[src/rtl/spi_slave_if.sv]
// SPI pins plus the byte-level transmit/receive handshake of spi_slave.
// The slave modport is the design side; the master modport drives it from outside.
interface spi_slave_if;
    logic       spi_clk_i;
    logic       spi_ss_i;
    logic       spi_mosi_i;
    logic       spi_miso_o;
    logic       spi_miso_oe_o;
    logic [7:0] tx_data_i;
    logic       tx_valid_i;
    logic       tx_ready_o;
    logic [7:0] rx_data_o;
    logic       rx_valid_o;
    logic       tx_underrun_o;
    logic       busy_o;

    modport slave (
        input  spi_clk_i, spi_ss_i, spi_mosi_i, tx_data_i, tx_valid_i,
        output spi_miso_o, spi_miso_oe_o, tx_ready_o, rx_data_o, rx_valid_o,
        output tx_underrun_o, busy_o
    );

    modport master (
        output spi_clk_i, spi_ss_i, spi_mosi_i, tx_data_i, tx_valid_i,
        input  spi_miso_o, spi_miso_oe_o, tx_ready_o, rx_data_o, rx_valid_o,
        input  tx_underrun_o, busy_o
    );
endinterface

[src/rtl/spi_slave.sv]
// SPI slave oversampled in clk_i: synchronised pins, MSB-first byte shifting, one-byte tx holding buffer.
// rx_valid_o follows the 8th sample edge by 3 clk_i cycles; receive has no backpressure, transmit underruns send 0x00.
module spi_slave #(
    parameter bit CPOL           = 1'b0,
    parameter bit CPHA           = 1'b0,
    parameter bit SS_ACTIVE_HIGH = 1'b0
) (
    input  logic       clk_i,
    input  logic       rst_i,
    spi_slave_if.slave bus
);
    localparam bit SS_IDLE = !SS_ACTIVE_HIGH;

    logic [1:0] sclk_sync_q, sclk_sync_d;
    logic [1:0] ss_sync_q, ss_sync_d;
    logic [1:0] mosi_sync_q, mosi_sync_d;
    logic       sclk_prev_q, sclk_prev_d;
    logic       sel_q, sel_d;
    logic [2:0] bit_cnt_q, bit_cnt_d;
    logic [7:0] rx_sh_q, rx_sh_d;
    logic [7:0] rx_data_q, rx_data_d;
    logic       rx_valid_q, rx_valid_d;
    logic [7:0] tx_sh_q, tx_sh_d;
    logic [7:0] hold_q, hold_d;
    logic       full_q, full_d;
    logic       underrun_q, underrun_d;

    logic sel, sclk_edge, lead_evt, trail_evt, sample_evt, shift_evt, load_evt;

    always_comb begin
        sclk_sync_d = {sclk_sync_q[0], bus.spi_clk_i};
        ss_sync_d   = {ss_sync_q[0], bus.spi_ss_i};
        mosi_sync_d = {mosi_sync_q[0], bus.spi_mosi_i};
        sclk_prev_d = sclk_sync_q[1];

        sel        = (ss_sync_q[1] == SS_ACTIVE_HIGH);
        sel_d      = sel;
        sclk_edge  = (sclk_sync_q[1] != sclk_prev_q);
        lead_evt   = sclk_edge && (sclk_prev_q == CPOL);
        trail_evt  = sclk_edge && (sclk_prev_q != CPOL);
        sample_evt = sel && (CPHA ? trail_evt : lead_evt);
        shift_evt  = sel && (CPHA ? lead_evt : trail_evt);
        // With the counter at 0 a shift edge always starts a new byte; CPHA=0 also needs the first byte ready at select.
        load_evt   = (shift_evt && (bit_cnt_q == 3'd0)) || (!CPHA && sel && !sel_q);

        bit_cnt_d  = bit_cnt_q;
        rx_sh_d    = rx_sh_q;
        rx_data_d  = rx_data_q;
        rx_valid_d = 1'b0;
        tx_sh_d    = tx_sh_q;
        hold_d     = hold_q;
        full_d     = full_q;
        underrun_d = 1'b0;

        if (!sel) begin
            bit_cnt_d = 3'd0;
            rx_sh_d   = 8'h00;
            tx_sh_d   = 8'h00;
        end else begin
            if (sample_evt) begin
                rx_sh_d   = {rx_sh_q[6:0], mosi_sync_q[1]};
                bit_cnt_d = bit_cnt_q + 3'd1;
                if (bit_cnt_q == 3'd7) begin
                    rx_data_d  = rx_sh_d;
                    rx_valid_d = 1'b1;
                end
            end
            if (load_evt) begin
                if (full_q) begin
                    tx_sh_d = hold_q;
                    full_d  = 1'b0;
                end else begin
                    tx_sh_d    = 8'h00;
                    underrun_d = 1'b1;
                end
            end else if (shift_evt) begin
                tx_sh_d = {tx_sh_q[6:0], 1'b0};
            end
        end

        // Accepting only while empty keeps a same-cycle underrun load from taking this byte.
        if (bus.tx_valid_i && !full_q) begin
            hold_d = bus.tx_data_i;
            full_d = 1'b1;
        end
    end

    always_ff @(posedge clk_i or posedge rst_i) begin
        if (rst_i) begin
            sclk_sync_q <= {2{CPOL}};
            ss_sync_q   <= {2{SS_IDLE}};
            mosi_sync_q <= 2'b00;
            sclk_prev_q <= CPOL;
            sel_q       <= 1'b0;
            bit_cnt_q   <= 3'd0;
            rx_sh_q     <= 8'h00;
            rx_data_q   <= 8'h00;
            rx_valid_q  <= 1'b0;
            tx_sh_q     <= 8'h00;
            hold_q      <= 8'h00;
            full_q      <= 1'b0;
            underrun_q  <= 1'b0;
        end else begin
            sclk_sync_q <= sclk_sync_d;
            ss_sync_q   <= ss_sync_d;
            mosi_sync_q <= mosi_sync_d;
            sclk_prev_q <= sclk_prev_d;
            sel_q       <= sel_d;
            bit_cnt_q   <= bit_cnt_d;
            rx_sh_q     <= rx_sh_d;
            rx_data_q   <= rx_data_d;
            rx_valid_q  <= rx_valid_d;
            tx_sh_q     <= tx_sh_d;
            hold_q      <= hold_d;
            full_q      <= full_d;
            underrun_q  <= underrun_d;
        end
    end

    assign bus.spi_miso_o    = sel_q & tx_sh_q[7];
    assign bus.spi_miso_oe_o = sel_q;
    assign bus.busy_o        = sel_q;
    assign bus.tx_ready_o    = !full_q;
    assign bus.rx_data_o     = rx_data_q;
    assign bus.rx_valid_o    = rx_valid_q;
    assign bus.tx_underrun_o = underrun_q;
endmodule

[src/flat_wrapper.sv]
// flat-port wrapper written by rule: the top's interface ports become plain ports
module spi_slave_flat 
#(
    parameter bit CPOL           = 1'b0,
    parameter bit CPHA           = 1'b0,
    parameter bit SS_ACTIVE_HIGH = 1'b0
)
  (clk_i, rst_i, bus_spi_clk_i, bus_spi_ss_i, bus_spi_mosi_i, bus_tx_data_i, bus_tx_valid_i, bus_spi_miso_o, bus_spi_miso_oe_o, bus_tx_ready_o, bus_rx_data_o, bus_rx_valid_o, bus_tx_underrun_o, bus_busy_o);
  spi_slave_if bus_i ();
  input  logic clk_i;
  input  logic rst_i;
  input wire logic [$bits(bus_i.spi_clk_i)-1:0] bus_spi_clk_i;
  input wire logic [$bits(bus_i.spi_ss_i)-1:0] bus_spi_ss_i;
  input wire logic [$bits(bus_i.spi_mosi_i)-1:0] bus_spi_mosi_i;
  input wire logic [$bits(bus_i.tx_data_i)-1:0] bus_tx_data_i;
  input wire logic [$bits(bus_i.tx_valid_i)-1:0] bus_tx_valid_i;
  output wire logic [$bits(bus_i.spi_miso_o)-1:0] bus_spi_miso_o;
  output wire logic [$bits(bus_i.spi_miso_oe_o)-1:0] bus_spi_miso_oe_o;
  output wire logic [$bits(bus_i.tx_ready_o)-1:0] bus_tx_ready_o;
  output wire logic [$bits(bus_i.rx_data_o)-1:0] bus_rx_data_o;
  output wire logic [$bits(bus_i.rx_valid_o)-1:0] bus_rx_valid_o;
  output wire logic [$bits(bus_i.tx_underrun_o)-1:0] bus_tx_underrun_o;
  output wire logic [$bits(bus_i.busy_o)-1:0] bus_busy_o;
  assign bus_i.spi_clk_i = bus_spi_clk_i;
  assign bus_i.spi_ss_i = bus_spi_ss_i;
  assign bus_i.spi_mosi_i = bus_spi_mosi_i;
  assign bus_i.tx_data_i = bus_tx_data_i;
  assign bus_i.tx_valid_i = bus_tx_valid_i;
  assign bus_spi_miso_o = bus_i.spi_miso_o;
  assign bus_spi_miso_oe_o = bus_i.spi_miso_oe_o;
  assign bus_tx_ready_o = bus_i.tx_ready_o;
  assign bus_rx_data_o = bus_i.rx_data_o;
  assign bus_rx_valid_o = bus_i.rx_valid_o;
  assign bus_tx_underrun_o = bus_i.tx_underrun_o;
  assign bus_busy_o = bus_i.busy_o;
  spi_slave #(.CPOL(CPOL), .CPHA(CPHA), .SS_ACTIVE_HIGH(SS_ACTIVE_HIGH)) u_core (.clk_i(clk_i), .rst_i(rst_i), .bus(bus_i));
endmodule
[config.mk]
export PLATFORM = sky130hd
export DESIGN_NAME = spi_slave_flat
export DESIGN_NICKNAME = d
export VERILOG_FILES = /design/src/rtl/spi_slave_if.sv /design/src/rtl/spi_slave.sv /design/src/flat_wrapper.sv
export SDC_FILE = /design/constraint.sdc
export NUM_CORES = 1
export LEC_CHECK = 0
export CAP_MARGIN = 40
export CORE_MARGIN = 1.5
export CORE_UTILIZATION = 50
export CTS_CLUSTER_SIZE = 14
export DETAILED_ROUTE_END_ITERATION = 16
export PLACE_DENSITY = 0.75
export SKIP_CTS_REPAIR_TIMING = 1
export SLEW_MARGIN = 15
export SYNTH_ARGS = -nofsm -noshare
export SYNTH_HDL_FRONTEND = slang
export SYNTH_SLANG_ARGS = --single-unit
[constraint.sdc]
create_clock -name clk_i -period 1.7 [get_ports clk_i]
set_input_delay 0.51 -clock clk_i [delete_from_list [all_inputs] [get_ports clk_i]]
set_output_delay 0.51 -clock clk_i [all_outputs]
set_load 0.02 [all_outputs]
# After elaboration in Yosys (flattened, before gate mapping)
# Index checks and enable logic that the tools add are counted.
[totals]
elab_cells = 53
register_bits = 45
in_bits = 14
[op_classes]
n_reduce_logical = 16
eq_ne = 3
n_addsub = 1
n_bitwise = 3
mux = 17
[op_table]
columns = ["op", "count"]
rows = [
  ["8-bit two-way mux", 4],
  ["7-bit two-way mux", 2],
  ["1-bit two-way mux", 9],
  ["1-bit logical AND", 7],
  ["3-bit two-way mux", 2],
  ["2-bit nonzero test", 2],
  ["3-bit by 1-bit adder with 3-bit output, second input constant", 1],
  ["3-bit equality test, second input constant", 1],
  ["3-bit logical NOT", 1],
  ["3-bit AND reduction", 1],
  ["3-bit nonzero test", 1],
  ["1-bit logical NOT", 2],
  ["2-bit != test, second input constant", 1],
  ["1-bit NOT", 2],
  ["2-bit AND reduction", 1],
  ["1-bit AND", 1],
  ["1-bit logical OR", 1],
  ["1-bit != test", 1],
]

# Logic depth before layout (Yosys ltp)
[depth]
ltp_word = 8
mapped_depth = 5

# Least setup slack after synthesis
# Ideal clock, no wire load.
[synth_timing]
path_kind = "register to output"
start = "register u_core.sel_q, in the netlist u_core.bus.busy_o"
end = "output bus_spi_miso_o"
stages_incl_launch_ff = 3
n_path_buf = 1
arrival_ns = 0.979
setup_slack_ns = 0.211
path_cell_list = "dfrtp_1 -> buf_2 -> and2_1"
[synth_between]
elab_chain_len = 1
[synth_lines]
columns = ["element", "line", "text"]
rows = [
  ["start, declared", "spi_slave.sv:18", "logic sel_q, sel_d;"],
  ["start signal, assigned", "spi_slave.sv:108", "sel_q <= sel_d;"],
  ["1-bit AND", "spi_slave.sv:120", "assign bus.spi_miso_o = sel_q & tx_sh_q[7];"],
  ["end, declared", "flat_wrapper.sv:17", "output wire logic [$bits(bus_i.spi_miso_o)-1:0] bus_spi_miso_o;"],
]
# Every way passes these cells.

# Final worst setup path
[layout_timing]
start = "register u_core.bit_cnt_q[0]"
end = "register u_core.tx_sh_q[4]"
[layout_between]
elab_chain_len = 5
elab_cells_between_ends = 6
classes_between = "mux: 2; reduce/logical: 4"
[layout_lines]
columns = ["element", "line", "text"]
rows = [
  ["start, declared", "spi_slave.sv:19", "logic [2:0] bit_cnt_q, bit_cnt_d;"],
  ["start signal, assigned", "spi_slave.sv:109", "bit_cnt_q <= bit_cnt_d;"],
  ["3-bit logical NOT (*)", "spi_slave.sv:44", "load_evt = (shift_evt && (bit_cnt_q == 3'd0)) || (!CPHA && sel && !sel_q);"],
  ["1-bit logical AND (*)", "spi_slave.sv:44", ""],
  ["1-bit logical OR (*)", "spi_slave.sv:44", ""],
  ["8-bit two-way mux", "spi_slave.sv:68", "if (load_evt) begin"],
  ["8-bit two-way mux", "spi_slave.sv:55", "if (!sel) begin"],
  ["end signal, assigned", "spi_slave.sv:113", "tx_sh_q <= tx_sh_d;"],
  ["end, declared", "spi_slave.sv:23", "logic [7:0] tx_sh_q, tx_sh_d;"],
]
# Mark *: on every way between the ends. The rest lies on a longest branch, timed or not.
# A chain may end at the register's enable or synchronous reset.

==> flow_summary.yaml <==
grt:
  grt_pass1_vias: 1190
  grt_max_degree: 46
  grt_use_total: 0.172
  grt_overflow: 0
  grt_pass1_wl_um: 5490
  antenna_found_initial: 0
logic_synthesis:
  syn-cell-area_sq_um: 1880
  synth-edff-count: 0
  yosys_warnings: 0
  synth.avg_cell_area_sq_um: 12.0
  synthTopCellsByArea: "dfrtp_1 57%, mux2_4 6.4%, nand2_1 5.2%"
  yosys.area.top_type: "dfrtp_1"
  synth_top_family_by_area: "simple AND/OR/NAND/NOR gates"
  synth_compound_area_frac: 0.0950
  yosysTopAreaCellShare: 0.571
  syn_nets: 174
  seq_area_frac_synth: 0.599
  synth.area.mux_share: 0.112
  syn_inst: 157
  yosys-top-cells-count: "43 x dfrtp_1, 26 x nand2_1, 13 x a21oi_1"
  async_reset_ff_frac: 1.00
  synth_ff_type: "dfrtp_1"
  yosysMostFrequentCell: "dfrtp_1"
  synth_fa_ha_area_frac: 0.0199
  synth_xor_area_frac: 0.00465
  synth-simple-area-share: 0.125
  yosys_register_bits: 45
  synth_cell_type_count: 33
hold_path:
  min_path_cells: 0
  hold_path_class: "flop to flop"
  min_from: "u_core.sclk_sync_q[0]$_DFF_PP0_"
routing:
  vias: 1219
  drtPass1Iterations: 4
  wl_per_cell_um: 13.3
  wl_um: 3150
  initialDrtViolationCount: 54
  via_per_inst: 5.14
  drt_drc_violations_left: 0
  ant_nets: 0
layout:
  area_growth_pct: 26.6
  nets: 205
  diodes: 0
  finalInstanceArea_sq_um: 2380
  nFillCells: 275
  final_util: 0.656
  drive_gt1_frac: 0.153
  final_cells: 237
cts:
  insertion_delay_ns: 0.29
  clock-sinks: 45
  cts_root_buf: "clkbuf_8"
  cts_buffers: 5
  cts_buffer_depth: 2
  cts_tree: "built"
  clkTransAtPathRegs_ns: 0.08
  cts-htree-levels: 2
floorplanning:
  rows: 22
  io_pins: 28
  die_x_um: 64.4
  die_h_um: 64.4
  core_area_sq_um: 3630
  dieArea_sq_um: 4140
  start_util: 0.518
critical_path:
  reg2reg_to: "u_core.tx_sh_q[4]$_DFFE_PP0P_"
  worst_ep_arrival_time_ns: 1.80
  crit_fanout: 5
  crit_path_end_kind: "flop"
  cp.required_ns: 1.93
  path_class: "flop to flop"
  ff2ff_setup_slack_ns: 0.13
  crit_end: "u_core.tx_sh_q[4]$_DFFE_PP0P_"
  reg2reg_depth: 5
  crit_path_start_kind: "flop"
  reg2reg_from: "u_core.bit_cnt_q[0]$_DFFE_PP0P_"
  crit_start: "u_core.bit_cnt_q[0]$_DFFE_PP0P_"
pwr:
  power.leakage_nw: 1.28
  sw_frac_of_total: 0.235
  combPwrFrac: 0.128
  p_int_mw: 1.80
  power_density_nw_per_um2: 986
  power_frac_seq: 0.523
  power_switching_mw: 0.552
  pwr-share-clk: 0.349
  peakVddDrop_mv: 0.645
  p_total_mw: 2.35
sta:
  worstMarginPinSlew_ns: 0.395
  rsz0062_at_grt: "no"
  final.period_utilization: 0.922
  final-setup-viol-count: 0
  relSlewSlack: 0.734
  layout_setup_ws_ns: 0.133
  hold_viol_final: 0
  report.final.slew_viol_count: 0
  min_period_ns: 1.57
  skew_ns: 0.00536
  fmax_mhz: 638
place:
  place_ws_ns: -0.0459
  place_area_sq_um: 2220
  routabilityCongestion: 0.783
  io_buffer_count: 27
  hpwlAfterDp_um: 2220
  dp_cells: 229
flow_run:
  cap_viol_max_count: 0
outcome:
  status: "finished clean"
-- critical path, stage by stage (launching register included) --
cell and delay [ns]:
dfrtp_1 0.42, inv_1 0.08, ha_1 0.20, nand4bb_1 0.20, a211oi_4 0.39, a221o_1 0.21
-- power groups by stage --
stage | Combinational [mW] | Sequential [mW] | Clock [mW]
after floorplan | 0.198 | 1.23 | 0
after global placement | 0.283 | 1.24 | 0
after detailed placement | 0.300 | 1.25 | 0
after CTS | 0.300 | 1.23 | 0.841
after global routing | 0.333 | 1.24 | 0.888
final | 0.301 | 1.23 | 0.820
-- cell families after synthesis --
kind of cell | after synthesis
AOI/OAI and AO/OA | 25
DFF | 45
muxes | 16
xor gates and xnor gates | 1
and+or+nand+nor | 50
adders and majority gates | 3
buffers and inverters | 17
-- registers in the layout, indices dropped and copies added (netlist names) --
signal / flops
u_core.sclk_prev_q: 1
u_core.bus.rx_data_o: 8
u_core.hold_q: 8
u_core.rx_sh_q: 7
u_core.bus.busy_o: 1
u_core.ss_sync_q: 2
u_core.bit_cnt_q: 3
u_core.full_q: 1
u_core.mosi_sync_q: 2
u_core.sclk_sync_q: 2
u_core.tx_sh_q: 8
u_core.bus.rx_valid_o: 1
u_core.bus.tx_underrun_o: 1
-- metrics by stage --
step | setup TNS [ns] | hold WS [ns]
after floorplan | 0 | 0.331
after global placement | -0.0547 | 0.332
after detailed placement | -0.309 | 0.336
after CTS | -1.32 | 0.355
after global routing | 0 | 0.363
final | 0 | 0.353
-- layout by cell type, fill, tap and decap left out, drive strengths merged, types with 3 or more instances in the layout --
cell	netlist	layout
a21oi	13	13
a221o	3	3
buf	7	6
clkbuf	2	6
clkdlybuf4s50	0	13
dfrtp	43	43
dlymetal6s2s	0	14
ha	3	3
inv	8	8
mux2	16	16
nand2	26	26
nand2b	3	3
nor2	4	4
nor2b	4	4
nor3	6	6
-- area by class of cell --
| type | count | area, sq um | area share |
|---|---|---|---|
| clock buffer | 6 | 82.6 | 0.0346 |
| multi-input combinational | 95 | 682 | 0.286 |
| inverter | 8 | 30.0 | 0.0126 |
| sequential | 45 | 1130 | 0.473 |
| timing repair buffer | 33 | 363 | 0.152 |
| clock inverter | 2 | 37.5 | 0.0157 |
| tap | 48 | 60.1 | 0.0252 |
-- metal layers --
| layer | part of all wire | vias to the layer above | global-route usage |
|---|---|---|---|
| li1 | - | 594 | - |
| met1 | 0.50 | 595 | 0.244 |
| met2 | 0.45 | 27 | 0.262 |
| met3 | 0.041 | 3 | 0.0370 |
| met4 | 0.011 | 0 | 0.0638 |
| met5 | 0 | - | 0 |
-- how the worst min path moves through the flow --
stage	end	slack, ns
floorplan	u_core.mosi_sync_q[1]$_DFF_PP0_	0.33
global placement	u_core.sclk_sync_q[1]$_DFF_PP0_	0.33
detailed placement	u_core.sclk_sync_q[1]$_DFF_PP0_	0.34
CTS	u_core.sclk_sync_q[1]$_DFF_PP0_	0.35
global route	u_core.sclk_sync_q[1]$_DFF_PP0_	0.36
finish	u_core.sclk_sync_q[1]$_DFF_PP0_	0.35
No activity file was read; power rests on OpenSTA's default activity.
